===== src/rtl/packet_arbiter.sv =====
// Packet-granular round-robin arbiter: merges two byte streams into one
// tagged stream, holding the grant for a whole packet.
module packet_arbiter #(
    parameter int unsigned TAG_ENABLE = 1
) (
    input  logic       clock,
    input  logic       clear_n,
    input  logic       valid0,
    input  logic [7:0] data0,
    input  logic       last0,
    output logic       ready0,
    input  logic       valid1,
    input  logic [7:0] data1,
    input  logic       last1,
    output logic       ready1,
    output logic       valid,
    output logic [7:0] data,
    output logic       last,
    input  logic       ready
);

    typedef enum logic [1:0] {
        IDLE   = 2'd0,
        HEADER = 2'd1,
        BODY   = 2'd2
    } state_t;

    state_t     r_state;
    state_t     w_state_nxt;
    logic       r_grant;
    logic       w_grant_nxt;
    logic       r_prio;
    logic       w_prio_nxt;

    logic       r_valid;
    logic [7:0] r_data;
    logic       r_last;

    logic       w_load_ok;
    logic       w_load;
    logic [7:0] w_load_data;
    logic       w_load_last;

    logic       w_src_valid;
    logic [7:0] w_src_data;
    logic       w_src_last;

    assign w_load_ok   = !r_valid | ready;

    // Only the granted source is ever observed.
    assign w_src_valid = r_grant ? valid1 : valid0;
    assign w_src_data  = r_grant ? data1  : data0;
    assign w_src_last  = r_grant ? last1  : last0;

    always_ff @(posedge clock or negedge clear_n) begin
        if (!clear_n) begin
            r_state <= IDLE;
            r_grant <= 1'b0;
            r_prio  <= 1'b0;
        end else begin
            r_state <= w_state_nxt;
            r_grant <= w_grant_nxt;
            r_prio  <= w_prio_nxt;
        end
    end

    always_comb begin
        w_state_nxt = r_state;
        w_grant_nxt = r_grant;
        w_prio_nxt  = r_prio;
        w_load      = 1'b0;
        w_load_data = 8'h00;
        w_load_last = 1'b0;
        ready0      = 1'b0;
        ready1      = 1'b0;
        case (r_state)
            IDLE: begin
                if (valid0 | valid1) begin
                    if (valid0 & valid1) begin
                        w_grant_nxt = r_prio;
                    end else begin
                        w_grant_nxt = valid1;
                    end
                    w_state_nxt = (TAG_ENABLE != 0) ? HEADER : BODY;
                end
            end
            HEADER: begin
                if (w_load_ok) begin
                    w_load      = 1'b1;
                    w_load_data = {7'b0, r_grant};
                    w_state_nxt = BODY;
                end
            end
            BODY: begin
                // Ready follows downstream space only, never valid_i.
                ready0 = !r_grant & w_load_ok;
                ready1 = r_grant & w_load_ok;
                if (w_src_valid & w_load_ok) begin
                    w_load      = 1'b1;
                    w_load_data = w_src_data;
                    w_load_last = w_src_last;
                    if (w_src_last) begin
                        w_state_nxt = IDLE;
                        w_prio_nxt  = ~r_grant;
                    end
                end
            end
            default: begin
                w_state_nxt = IDLE;
            end
        endcase
    end

    always_ff @(posedge clock or negedge clear_n) begin
        if (!clear_n) begin
            r_valid <= 1'b0;
            r_data  <= 8'h00;
            r_last  <= 1'b0;
        end else if (w_load) begin
            r_valid <= 1'b1;
            r_data  <= w_load_data;
            r_last  <= w_load_last;
        end else if (r_valid & ready) begin
            r_valid <= 1'b0;
        end
    end

    assign valid = r_valid;
    assign data  = r_data;
    assign last  = r_last;

endmodule

===== config.mk =====
export PLATFORM = sky130hd
export DESIGN_NAME = packet_arbiter
export DESIGN_NICKNAME = d
export VERILOG_FILES = /design/src/rtl/packet_arbiter.sv
export SDC_FILE = /design/constraint.sdc
export NUM_CORES = 1
export LEC_CHECK = 0
export CAP_MARGIN = 30
export CORE_MARGIN = 1
export CORE_UTILIZATION = 44
export DETAILED_ROUTE_END_ITERATION = 10
export PLACE_DENSITY = 0.91
export SLEW_MARGIN = 10
export SYNTH_ARGS = -nofsm -noshare
export SYNTH_HDL_FRONTEND = slang
export SYNTH_SLANG_ARGS = --single-unit

===== constraint.sdc =====
create_clock -name clock -period 3.1 [get_ports clock]
set_input_delay 0.31 -clock clock [delete_from_list [all_inputs] [get_ports clock]]
set_output_delay 0.31 -clock clock [all_outputs]
set_load 0.01 [all_outputs]

; ---- Word-level counts from Yosys, hierarchy flattened
; Index checks and enable logic that the tools add are counted.
[op_classes]
n_bitwise = 8
n_mux = 21
eq_ne = 6
reduce_logical = 7
[ops]
columns = op, count
row1 = $mux 8, 2
row2 = $pmux 8 s2, 1
row3 = $mux 1, 12
row4 = $mux 2, 4
row5 = $ne 2x2->1 const B, 4
row6 = $pmux 2 s3, 1
row7 = $and 1x1->1, 5
row8 = $reduce_and 4->1, 1
row9 = $reduce_and 3->1, 1
row10 = $eq 2x1->1 const B, 1
row11 = $eq 2x2->1 const B, 1
row12 = $logic_not 1->1, 2
row13 = $logic_not 2->1, 1
row14 = $or 1x1->1, 2
row15 = $pmux 1 s2, 1
row16 = $reduce_and 2->1, 1
row17 = $reduce_bool 2->1, 1
row18 = $not 1->1, 1
[word_totals]
inputBits = 23
regBits = 14
wordCells = 48
out_inout_bits = 12

; ---- Logic depth before layout (Yosys ltp)
; Gate-level depths: netlist of the first run.
[logic_depth]
depth_word = 6
depth_mapped = 7
depth_no_buf = 5

; ---- Least setup slack after synthesis of the first run
; OpenSTA, ideal clock, no wires.
[synth_path]
kind = register to register
startpoint = register r_grant
endpoint = register r_data[3] (netlist: data[3])
n_path_buf = 3
period_less_slack_ns = 1.446
required_ns = 2.974
arrival_time_ns = 1.320
setup_time_ns = 0.126
setup_slack_ns = 1.654
stages_incl_launch_ff = 8
path_cell_list = dfrtp_1 buf_6 mux2_4 and4_1 buf_6 buf_6 nand2_1 o21ai_0
[synth_between]
elab_chain_len = 4
elab_cells_between_ends = 7
classes_between = mux (6) / bitwise (1)
[synth_lines]
columns = element, line
row1 = "start, declared", 30  ; logic r_grant;
row2 = "start signal, assigned", 62  ; r_grant <= w_grant_nxt;
row3 = $mux 1, 51  ; assign w_src_valid = r_grant ? valid1 : valid0;
row4 = $and 1x1->1, 98  ; if (w_src_valid & w_load_ok) begin
row5 = $mux 8 / $mux 1 (equally long branches), 98
row6 = $pmux 8 s2 / $pmux 1 s2 (equally long branches), 76  ; case (r_state)
row7 = "end signal, assigned", 121  ; r_data <= w_load_data;
row8 = "end, declared", 36  ; logic [7:0] r_data;
; Several ways; a longest one is shown, not always the timed one.
; A chain may end at the register's enable or synchronous reset.

; ---- Worst setup path in the final report of the first run
[layout_path]
startpoint = register r_grant
endpoint = output port ready1
[layout_between]
elab_chain_len = 2
[layout_lines]
columns = element, line
row1 = $and 1x1->1, 97  ; ready1 = r_grant & w_load_ok;
row2 = $mux 1, 76
row3 = "end, declared", 15  ; output logic ready1,
; Every way passes these cells.

==> key figures, run 1 <==
Routing
  • Vias: 772
  • Post-DR wirelength/cell: 14.7 um
  • DR vias/cell: 5.40
  • DRC viols: 0
  • Antenna-violating nets left: 0
  • Drt pass-1 iters: 4
  • Routed WL: 2100 um
  • Initial detailed-routing violation count: 32

Critical path
  • Reg2Reg Depth: 4
  • Worst Path Arrival: between 1.5 and 2 ns
  • Family with the most delay on the worst path: flip-flops
  • Crit end category: primary output
  • Critical path depth in cells: 2
  • Reg-to-reg startpoint: r_grant
  • CP max stage cell: dfrtp_1
  • Slowest stage delay, CP: roughly 0.73 ns
  • CP required: about 2.8 ns
  • Worst r2r dst: data[0]
  • Crit start category: register
  • CP cell instances: and3_1 > clkdlybuf4s50_1
  • Crit Path Category: reg2out
  • Worst R2R Setup Slack: 0.99 ns
  • Crit path buffers/inverters: 1
  • CP max FO: 16

Synth
  • Part of the Yosys area used for sequential elements: 0.426
  • Yosys warns: 0
  • Syn nets: 111
  • FF+latch count, synth: 14
  • Ys async rst share: 1.00
  • Dominant cell type by area after synthesis: dfrtp_1
  • Post-Syn Instances: 85
  • Yosys top cell area share: 0.426
  • Synth Cell Area: 823 um2
  • Top cells by area, synth: dfrtp_1, mux2_2, nand2_1
  • Synth Area per Inst: 9.69 um2
  • Cell variety after synth: 25
  • Top_reg_cell synth: dfrtp_1
  • Most frequent cell after synthesis: nand2_1
  • Post-synth EDFFs: 0
  • Synth top cells by count: nand2_1, dfrtp_1, mux2_2

Timing
  • Hold slack final: 0.403 ns
  • Setup_tns: 0 ns
  • Fin Clk Skew: roughly 0.0046 ns
  • Slew @ Worst Pin: 0.629 ns
  • Worst setup margin: around 0.95 ns
  • Final min period: 2.15 ns
  • Final setup vio count: 0
  • Final hold vios: 0
  • Max Freq: between 0.4 and 0.5 GHz
  • Final Max Tran Viols: 0
  • Unrepaired setup endpoints after global routing: no
  • Slew margin rel.: 0.579
  • Period utilisation layout: 0.694

Global routing
  • GRT overflow: 0
  • Initial antenna violation count: 0
  • Vias in the first global route: 748
  • Largest net degree at the start of global routing: 17
  • Total GRT Usage: 0.225
  • First-pass GRT wire length: 3140 um

CTS
  • H-tree Lvls: 1
  • CTS Buffer Depth: 2
  • Clock root buffer: clkbuf_4
  • CTS sink count: 14
  • CTS tree: yes
  • Num CTS Buffers: 3
  • Post-CTS Hold Fix Bufs: 0
  • Post-CTS setup buffers: 0
  • Worst skew pair latency: 0.29 ns
  • CTS clock-pin slew for the worst setup and hold paths: ~0.090 ns
  • Post-CTS sizing: 0

Power
  • Clock share of power: 0.129
  • Combinational share of power: 0.537
  • Peak supply drop: 0.000515 V
  • Leakage power: ~0.5 nW
  • Seq pwr share: 0.335
  • P_int: approximately 640 uW
  • Total power: 1.05 mW
  • Net Sw Frac: 0.385
  • PD cells: 880 nW/um2
  • Psw: 404 uW

Floorplanning
  • Rows: 15
  • Die Span X: 45.3 um
  • Total die area: 2050 um2
  • Die height: 45.3 um
  • IO Count: 35
  • Starting Density: 0.472
  • Core region area: approximately 1700 um2

Cells and area
  • Area delta synth->final: 44.5%
  • Filler cell count in the final layout: 147
  • Util after Layout: 0.682
  • Final nets: 145
  • Share of cells above drive strength 1: 0.153
  • Antenna cells: 0

Placement
  • Dpl ws: between 0.9 and 1 ns
  • Post-DP HPWL: 1530 um
  • RD Place Congestion: 0.798
  • Port buffer count: 34

Status
  • Status: finished clean

Worst hold path
  • Hold Path Class: in2async

Job
  • Max Cap Viol: 0
per-stage QoR:
step / area [um2] / std cells
floorplan: 823 / 85
global placement: 1150 / 139
detailed placement: 1150 / 139
CTS: 1190 / 143
global route: 1190 / 143
finish: 1190 / 143
state kept, by name, indices dropped and copies added (netlist names):
| register | flops |
|---|---|
| last | 1 |
| r_state | 2 |
| r_grant | 1 |
| r_prio | 1 |
| data | 8 |
| valid | 1 |
layout make-up:
cell class | instances | area (um2) | area share
repair buffers | 34 | 340 | 0.286
well taps | 25 | 31.3 | 0.0263
clock buffers | 4 | 36.3 | 0.0305
inverters | 3 | 11.3 | 0.00946
flip-flops and latches | 14 | 350 | 0.294
multi-input cells | 63 | 420 | 0.353
cells in the final DEF (no fill, tap or decap), drive strengths merged, types with 2 or more instances in the layout:
cell type / synthesis / layout
o21ai: 9 / 9
clkbuf: 2 / 4
mux2: 10 / 10
and3: 2 / 2
a21oi: 3 / 3
dfrtp: 14 / 14
a31oi: 2 / 2
ha: 3 / 3
nor2: 4 / 4
clkdlybuf4s50: 0 / 34
inv: 3 / 3
nand2: 20 / 20
kinds of logic (layout without fill, tap and decap cells):
group           count (synthesis)  after routing  synth area share
compound gates                 18             18             0.146
fa+ha+maj                       3              3            0.0456
buf+inv                         8             41            0.0638
flops                          14             14             0.426
mux                            11             11             0.153
simple gates                   31             31             0.166
worst reg2reg max path, cell delays in order, from the launching register on:
cell and delay [ns]:
dfrtp_1 0.73, mux2_4 0.28, and4_1 0.56, nor2_2 0.11, a221o_1 0.31
metal layers:
layer  vias up  wire length [um]  GRT usage
li1        360                 -          -
met1       367               878      0.258
met2        36              1040      0.362
met3         9               123     0.0800
met4         0                56      0.127
met5         -                 0          0
power groups by stage:
stage / sequential, mW / combinational, mW / clock (mW)
CTS: 0.349 / 0.559 / 0.138
detailed placement: 0.352 / 0.550 / 0
floorplan: 0.346 / 0.338 / 0
global route: 0.364 / 0.606 / 0.147
global placement: 0.349 / 0.530 / 0
finish: 0.350 / 0.562 / 0.135
how the worst max path moves through the flow:
| stage | startpoint | to | slack, ns |
|---|---|---|---|
| 2_1_floorplan | r_grant | data[3] | 1.65 |
| 3_3_place_gp | valid0 | data[0] | 0.99 |
| 3_5_place_dp | valid0 | data[0] | 0.96 |
| 4_1_cts | r_grant | ready1 | 0.95 |
| 5_1_grt | r_grant | ready1 | 0.85 |
| 6_report | r_grant | ready1 | 0.95 |
(Power assumes the default switching activity.)
==> run 2: changes to the inputs <==
Settings changed: CORE_UTILIZATION 44 to 37, PLACE_DENSITY 0.91 to 0.82.
Clock period 3.1 ns to 1.85 ns, I/O delays scaled along.
==> key figures, run 2 (same netlist as run 1, synthesis figures left out) <==
Status
  • Status: finished clean (unchanged)

Placement
  • Dpl ws: 0.152 ns (was 0.957 ns)
  • RD Place Congestion: 0.793 (was 0.798)
  • Cell Area, Placed: 1190 um2 (was 1150 um2)
  • Post-DP HPWL: 1420 um (was 1530 um)
  • Post-Place Cells: 146 (was 139)
  • Port buffer count: 34 (unchanged)

Timing
  • Slew @ Worst Pin: 0.642 ns (was 0.629 ns)
  • Setup_tns: 0 ns (unchanged)
  • Max Freq: 0.645 GHz
  • Fin Clk Skew: 0.00427 ns (was 0.00463 ns)
  • Final setup vio count: 0 (unchanged)
  • Final Max Tran Viols: 0 (unchanged)
  • Period utilisation layout: 0.838
  • Worst setup margin: 0.299 ns (was 0.949 ns)
  • Slew margin rel.: 0.570 (was 0.579)
  • Final hold vios: 0 (unchanged)
  • Hold slack final: 0.300 ns (was 0.403 ns)
  • Final min period: approximately 1.6 ns
  • Unrepaired setup endpoints after global routing: no (unchanged)

Global routing
  • Largest net degree at the start of global routing: 15 (was 17)
  • First-pass GRT wire length: 3060 um (was 3140 um)
  • Initial antenna violation count: 0 (unchanged)
  • Total GRT Usage: 0.168 (was 0.225)
  • Vias in the first global route: 732 (was 748)
  • GRT overflow: 0 (unchanged)

Job
  • Max Cap Viol: 0 (unchanged)

Power
  • Peak supply drop: 0.000881 V (was 0.000515 V)
  • PD cells: 1430 nW/um2 (was 880 nW/um2)
  • Total power: 1.78 mW (was 1.05 mW)
  • Leakage power: 0.550 nW (was 0.506 nW)

Critical path
  • CP required: 1.66 ns (was 2.79 ns)
  • Reg2Reg Depth: 5 (was 4)
  • CP max FO: 6 (was 16)
  • Reg-to-reg startpoint: r_state[1] (was r_grant)
  • Worst r2r dst: data[0] (unchanged)
  • Crit start category: register (unchanged)
  • Worst R2R Setup Slack: 0.30 ns (was 0.99 ns)
  • Crit Path Category: reg2out (unchanged)
  • Worst Path Arrival: 1.37 ns (was 1.84 ns)
  • Crit end category: primary output (unchanged)

Routing
  • DRC viols: 0 (unchanged)
  • DR vias/cell: 5.10 (was 5.40)
  • Antenna-violating nets left: 0 (unchanged)
  • Post-DR wirelength/cell: 12.2 um (was 14.7 um)
  • Drt pass-1 iters: 4 (unchanged)
  • Vias: 765 (was 772)
  • Routed WL: 1830 um (was 2100 um)
  • Initial detailed-routing violation count: 5 (was 32)

Cells and area
  • Final nets: 150 (was 145)
  • Commonest non-fill, non-tap cell in the layout: clkdlybuf4s50_1 (unchanged)
  • Non-filler instance count after layout: 150 (was 143)
  • Max reg flops: 8 (unchanged)
  • Share of cells above drive strength 1: 0.211 (was 0.153)
  • Util after Layout: 0.616 (was 0.682)
  • Antenna cells: 0 (unchanged)
  • Post-route cell area: 1240 um2 (was 1190 um2)
  • Most frequent cells in the layout: clkdlybuf4s50_1, nand2_1, dfrtp_1 (unchanged)
  • Area delta synth->final: 51.2% (was 44.5%)

Worst hold path
  • Hold Path Class: in2async (unchanged)

Floorplanning
  • Die Span X: 49.2 um (was 45.3 um)
  • IO Count: 35 (unchanged)
  • Rows: 16 (was 15)
  • Die height: 49.2 um (was 45.3 um)
  • Core region area: 2020 um2 (was 1750 um2)
  • Starting Density: 0.407 (was 0.472)
  • Total die area: 2420 um2 (was 2050 um2)

CTS
  • Worst skew pair latency: 0.27 ns (was 0.29 ns)
  • Clock root buffer: clkbuf_4 (unchanged)
  • H-tree Lvls: 1 (unchanged)
  • CTS tree: yes (unchanged)
  • Post-CTS sizing: 4 (was 0)
  • CTS clock-pin slew for the worst setup and hold paths: 0.09 ns (about the same)
  • Post-CTS setup buffers: 0 (unchanged)
  • Post-CTS Hold Fix Bufs: 0 (unchanged)
  • Num CTS Buffers: 3 (unchanged)
  • CTS Buffer Depth: 2 (unchanged)
  • CTS sink count: 14 (unchanged)
-- run 2: cell types whose count changed in the layout (fill, tap and decap cells not counted), sizes merged --
cell	before	now
dlymetal6s2s	0	1
clkdlybuf4s50	34	32
buf	0	5
dlygate4sd2	0	1
-- run 2: worst max path at each step --
| stage | end | from | cells past startpoint |
|---|---|---|---|
| 2_1_floorplan | data[3] | r_grant | 7 |
| 3_3_place_gp | ready0 | ready | 5 |
| 3_5_place_dp | r_state[1] | valid1 | 5 |
| 4_1_cts | ready1 | r_state[0] | 4 |
| 5_1_grt | ready0 | r_state[0] | 5 |
| 6_report | ready0 | r_state[0] | 5 |
-- run 2: routing by layer --
layer | vias to the layer above | GRT usage | wire (um)
met5 | - | 0 | 0
met4 | 0 | 0.0833 | 19
met3 | 2 | 0.0436 | 103
met2 | 26 | 0.283 | 904
met1 | 365 | 0.196 | 800
li1 | 372 | - | -
-- run 2: report_power, final --
part,internal (mW),leakage [nW],switching (mW)
Clock,0.120,0.0210,0.0966
Sequential,0.454,0.177,0.121
Combinational,0.550,0.351,0.439
-- run 2: cell type report --
type | count | area, um2
Fill cell | 170 | 777
Multi-Input combinational cell | 63 | 433
Timing Repair Buffer | 39 | 379
Sequential cell | 14 | 352
Clock buffer | 4 | 36.3
Tap cell | 27 | 33.8
Inverter | 3 | 11.3
-- run 2: critical path: stages (launching register included) --
cell	delay (ns)
dfrtp_1	0.41
inv_2	0.09
ha_4	0.16
nand2_1	0.08
nor2_1	0.08
dlygate4sd2_1	0.26
==> run 3: changes to the inputs <==
Settings changed: CORE_UTILIZATION 37 to 41, PLACE_DENSITY 0.82 to 0.86.
Clock period 1.85 ns to 1.5 ns, I/O delays scaled along.
==> key figures, run 3 (same netlist as run 1, synthesis figures left out) <==
Timing
  • Hold slack final: 0.186 ns (was 0.300 ns)
  • Period utilisation layout: 0.985
  • Max Freq: between 0.6 and 0.7 GHz
  • Slew @ Worst Pin: 0.248 ns (was 0.642 ns)
  • Slew margin rel.: 0.830 (was 0.570)
  • Final setup vio count: 0 (unchanged)
  • Fin Clk Skew: 0.00569 ns (was 0.00427 ns)
  • Final hold vios: 0 (unchanged)
  • Final Max Tran Viols: 0 (unchanged)
  • Final min period: 1.48 ns
  • Worst setup margin: 0.0228 ns (was 0.299 ns)

Cells and area
  • Max reg flops: 8 (unchanged)
  • Share of cells above drive strength 1: 0.310 (was 0.211)
  • Area occupied by multi-input gates: 472 um2 (was 433 um2)
  • Final nets: 156 (was 150)
  • Filler cell count in the final layout: 142 (was 170)
  • Area delta synth->final: 60.2% (was 51.2%)
  • Commonest non-fill, non-tap cell in the layout: clkdlybuf4s50_1 (unchanged)
  • Most frequent cells in the layout: clkdlybuf4s50_1, nand2_1, dfrtp_1 (unchanged)
  • Antenna cells: 0 (unchanged)
  • Sequential Area: 352 um2 (unchanged)

Global routing
  • Total GRT Usage: 0.223 (was 0.168)
  • Initial antenna violation count: 0 (unchanged)
  • Largest net degree at the start of global routing: 15 (unchanged)
  • GRT overflow: 0 (unchanged)
  • First-pass GRT wire length: 3320 um (was 3060 um)
  • Vias in the first global route: 838 (was 732)

Routing
  • Initial detailed-routing violation count: 21 (was 5)
  • Met3 WL post-DR: 136 um (was 103 um)
  • Vias: 806 (was 765)
  • Met2 wire length: 1140 um (was 904 um)
  • Post-DR wirelength/cell: 14.3 um (was 12.2 um)
  • Routed WL: 2200 um (was 1830 um)
  • Drt pass-1 iters: 4 (unchanged)
  • Wl on met1: 868 um (was 800 um)
  • Top sig layer: met4 (unchanged)
  • Antenna-violating nets left: 0 (unchanged)
  • DRC viols: 0 (unchanged)
  • DR vias/cell: 5.23 (was 5.10)

Power
  • Peak supply drop: 0.00109 V (was 0.000881 V)
  • Leakage power: 0.559 nW (was 0.550 nW)
  • PD cells: 1850 nW/um2 (was 1430 nW/um2)

Floorplanning
  • Die height: 46.8 um (was 49.2 um)
  • Rows: 15 (was 16)
  • IO Count: 35 (unchanged)
  • Starting Density: 0.457 (was 0.407)
  • Core region area: 1800 um2 (was 2020 um2)
  • Die Span X: 46.8 um (was 49.2 um)
  • Total die area: 2190 um2 (was 2420 um2)

Critical path
  • Worst Setup EP: data[0] (was ready0)
  • Crit end category: register (was primary output)
  • Crit Path Category: reg2reg (was reg2out)
  • Crit start category: register (unchanged)
  • CP max FO: 4 (was 6)
  • Worst Path Arrival: 1.65 ns (was 1.37 ns)
  • CP required: 1.68 ns (was 1.66 ns)
  • Worst R2R Setup Slack: 0.02 ns (was 0.30 ns)
  • Crit path from: r_state[1] (was r_state[0])
  • Worst r2r dst: data[0] (unchanged)
  • Reg-to-reg startpoint: r_state[1] (unchanged)
  • Reg2Reg Depth: 5 (unchanged)

CTS
  • Worst skew pair latency: 0.29 ns (was 0.27 ns)
  • Num CTS Buffers: 3 (unchanged)
  • Clock root buffer: clkbuf_4 (unchanged)
  • Post-CTS setup buffers: 0 (unchanged)
  • CTS tree: yes (unchanged)
  • CTS clock-pin slew for the worst setup and hold paths: 0.09 ns (about the same)
  • H-tree Lvls: 1 (unchanged)
  • Post-CTS Hold Fix Bufs: 0 (unchanged)
  • CTS Buffer Depth: 2 (unchanged)
  • CTS sink count: 14 (unchanged)

Placement
  • RD Place Congestion: 0.783 (was 0.793)
  • Post-DP HPWL: 1640 um (was 1420 um)
  • Port buffer count: 34 (unchanged)
  • Dpl ws: -0.168 ns (was 0.152 ns)

Status
  • Status: finished clean (unchanged)

Worst hold path
  • Hold Path Class: in2async (unchanged)

Job
  • Max Cap Viol: 0 (unchanged)
==> run 3: changes by cell type in the layout (fill, tap and decap cells not counted), moves of 2 or more <==
cell / change
buf_4: +5
clkbuf_2: +2
ha_1: -2
ha_4: +2
==> run 3: per-layer routing <==
metal / track usage / up-vias
met5: 0 / -
met4: 0.143 / 0
met2: 0.389 / 30
met1: 0.242 / 383
li1: - / 387
met3: 0.0500 / 6
==> run 3: worst min path at each step <==
stage               endpoint  slack [ns]  cells past startpoint
floorplan            data[0]       -0.15                      0
global placement       valid        0.48                      2
detailed placement     valid        0.50                      2
CTS                  data[7]        0.19                      2
global route         data[7]        0.19                      2
finish               data[7]        0.19                      2
==> run 3: per-stage QoR <==
step	setup TNS (ns)	utilization	power, mW	std cells	cell area, um2
floorplan	0	-	1.41	85	823
global placement	-0.913	0.686	1.95	150	1240
detailed placement	-1.11	0.686	2.00	150	1240
CTS	-0.0103	0.716	2.31	154	1290
global route	-0.0132	0.732	2.61	154	1320
finish	0	0.732	2.44	154	1320
==> run 3: critical path, stage by stage, from the launching register on <==
cell and delay, ns:
dfrtp_1 0.42, inv_2 0.09, ha_4 0.30, and4_4 0.22
nor2_2 0.05, a221o_1 0.29
==> run 3: final cells by class <==
| class | instances | share of cell area |
|---|---|---|
| clock buffer | 4 | 0.0275 |
| sequential | 14 | 0.267 |
| multi-input combinational | 63 | 0.358 |
| tap | 25 | 0.0237 |
| timing repair buffer | 45 | 0.316 |
| inverter | 3 | 0.00854 |
==> run 3: timing repair <==
action                     in CTS  in global routing
setup endpoints to repair       5                 12
pin swaps                       0                  1
resized for setup               7                 11
cloned                          0                  0
==> run 3: report_power, final <==
part	internal, mW	leakage (nW)	switching, mW
Sequential	0.561	0.177	0.124
Combinational	0.820	0.361	0.660
Clock	0.148	0.0210	0.127
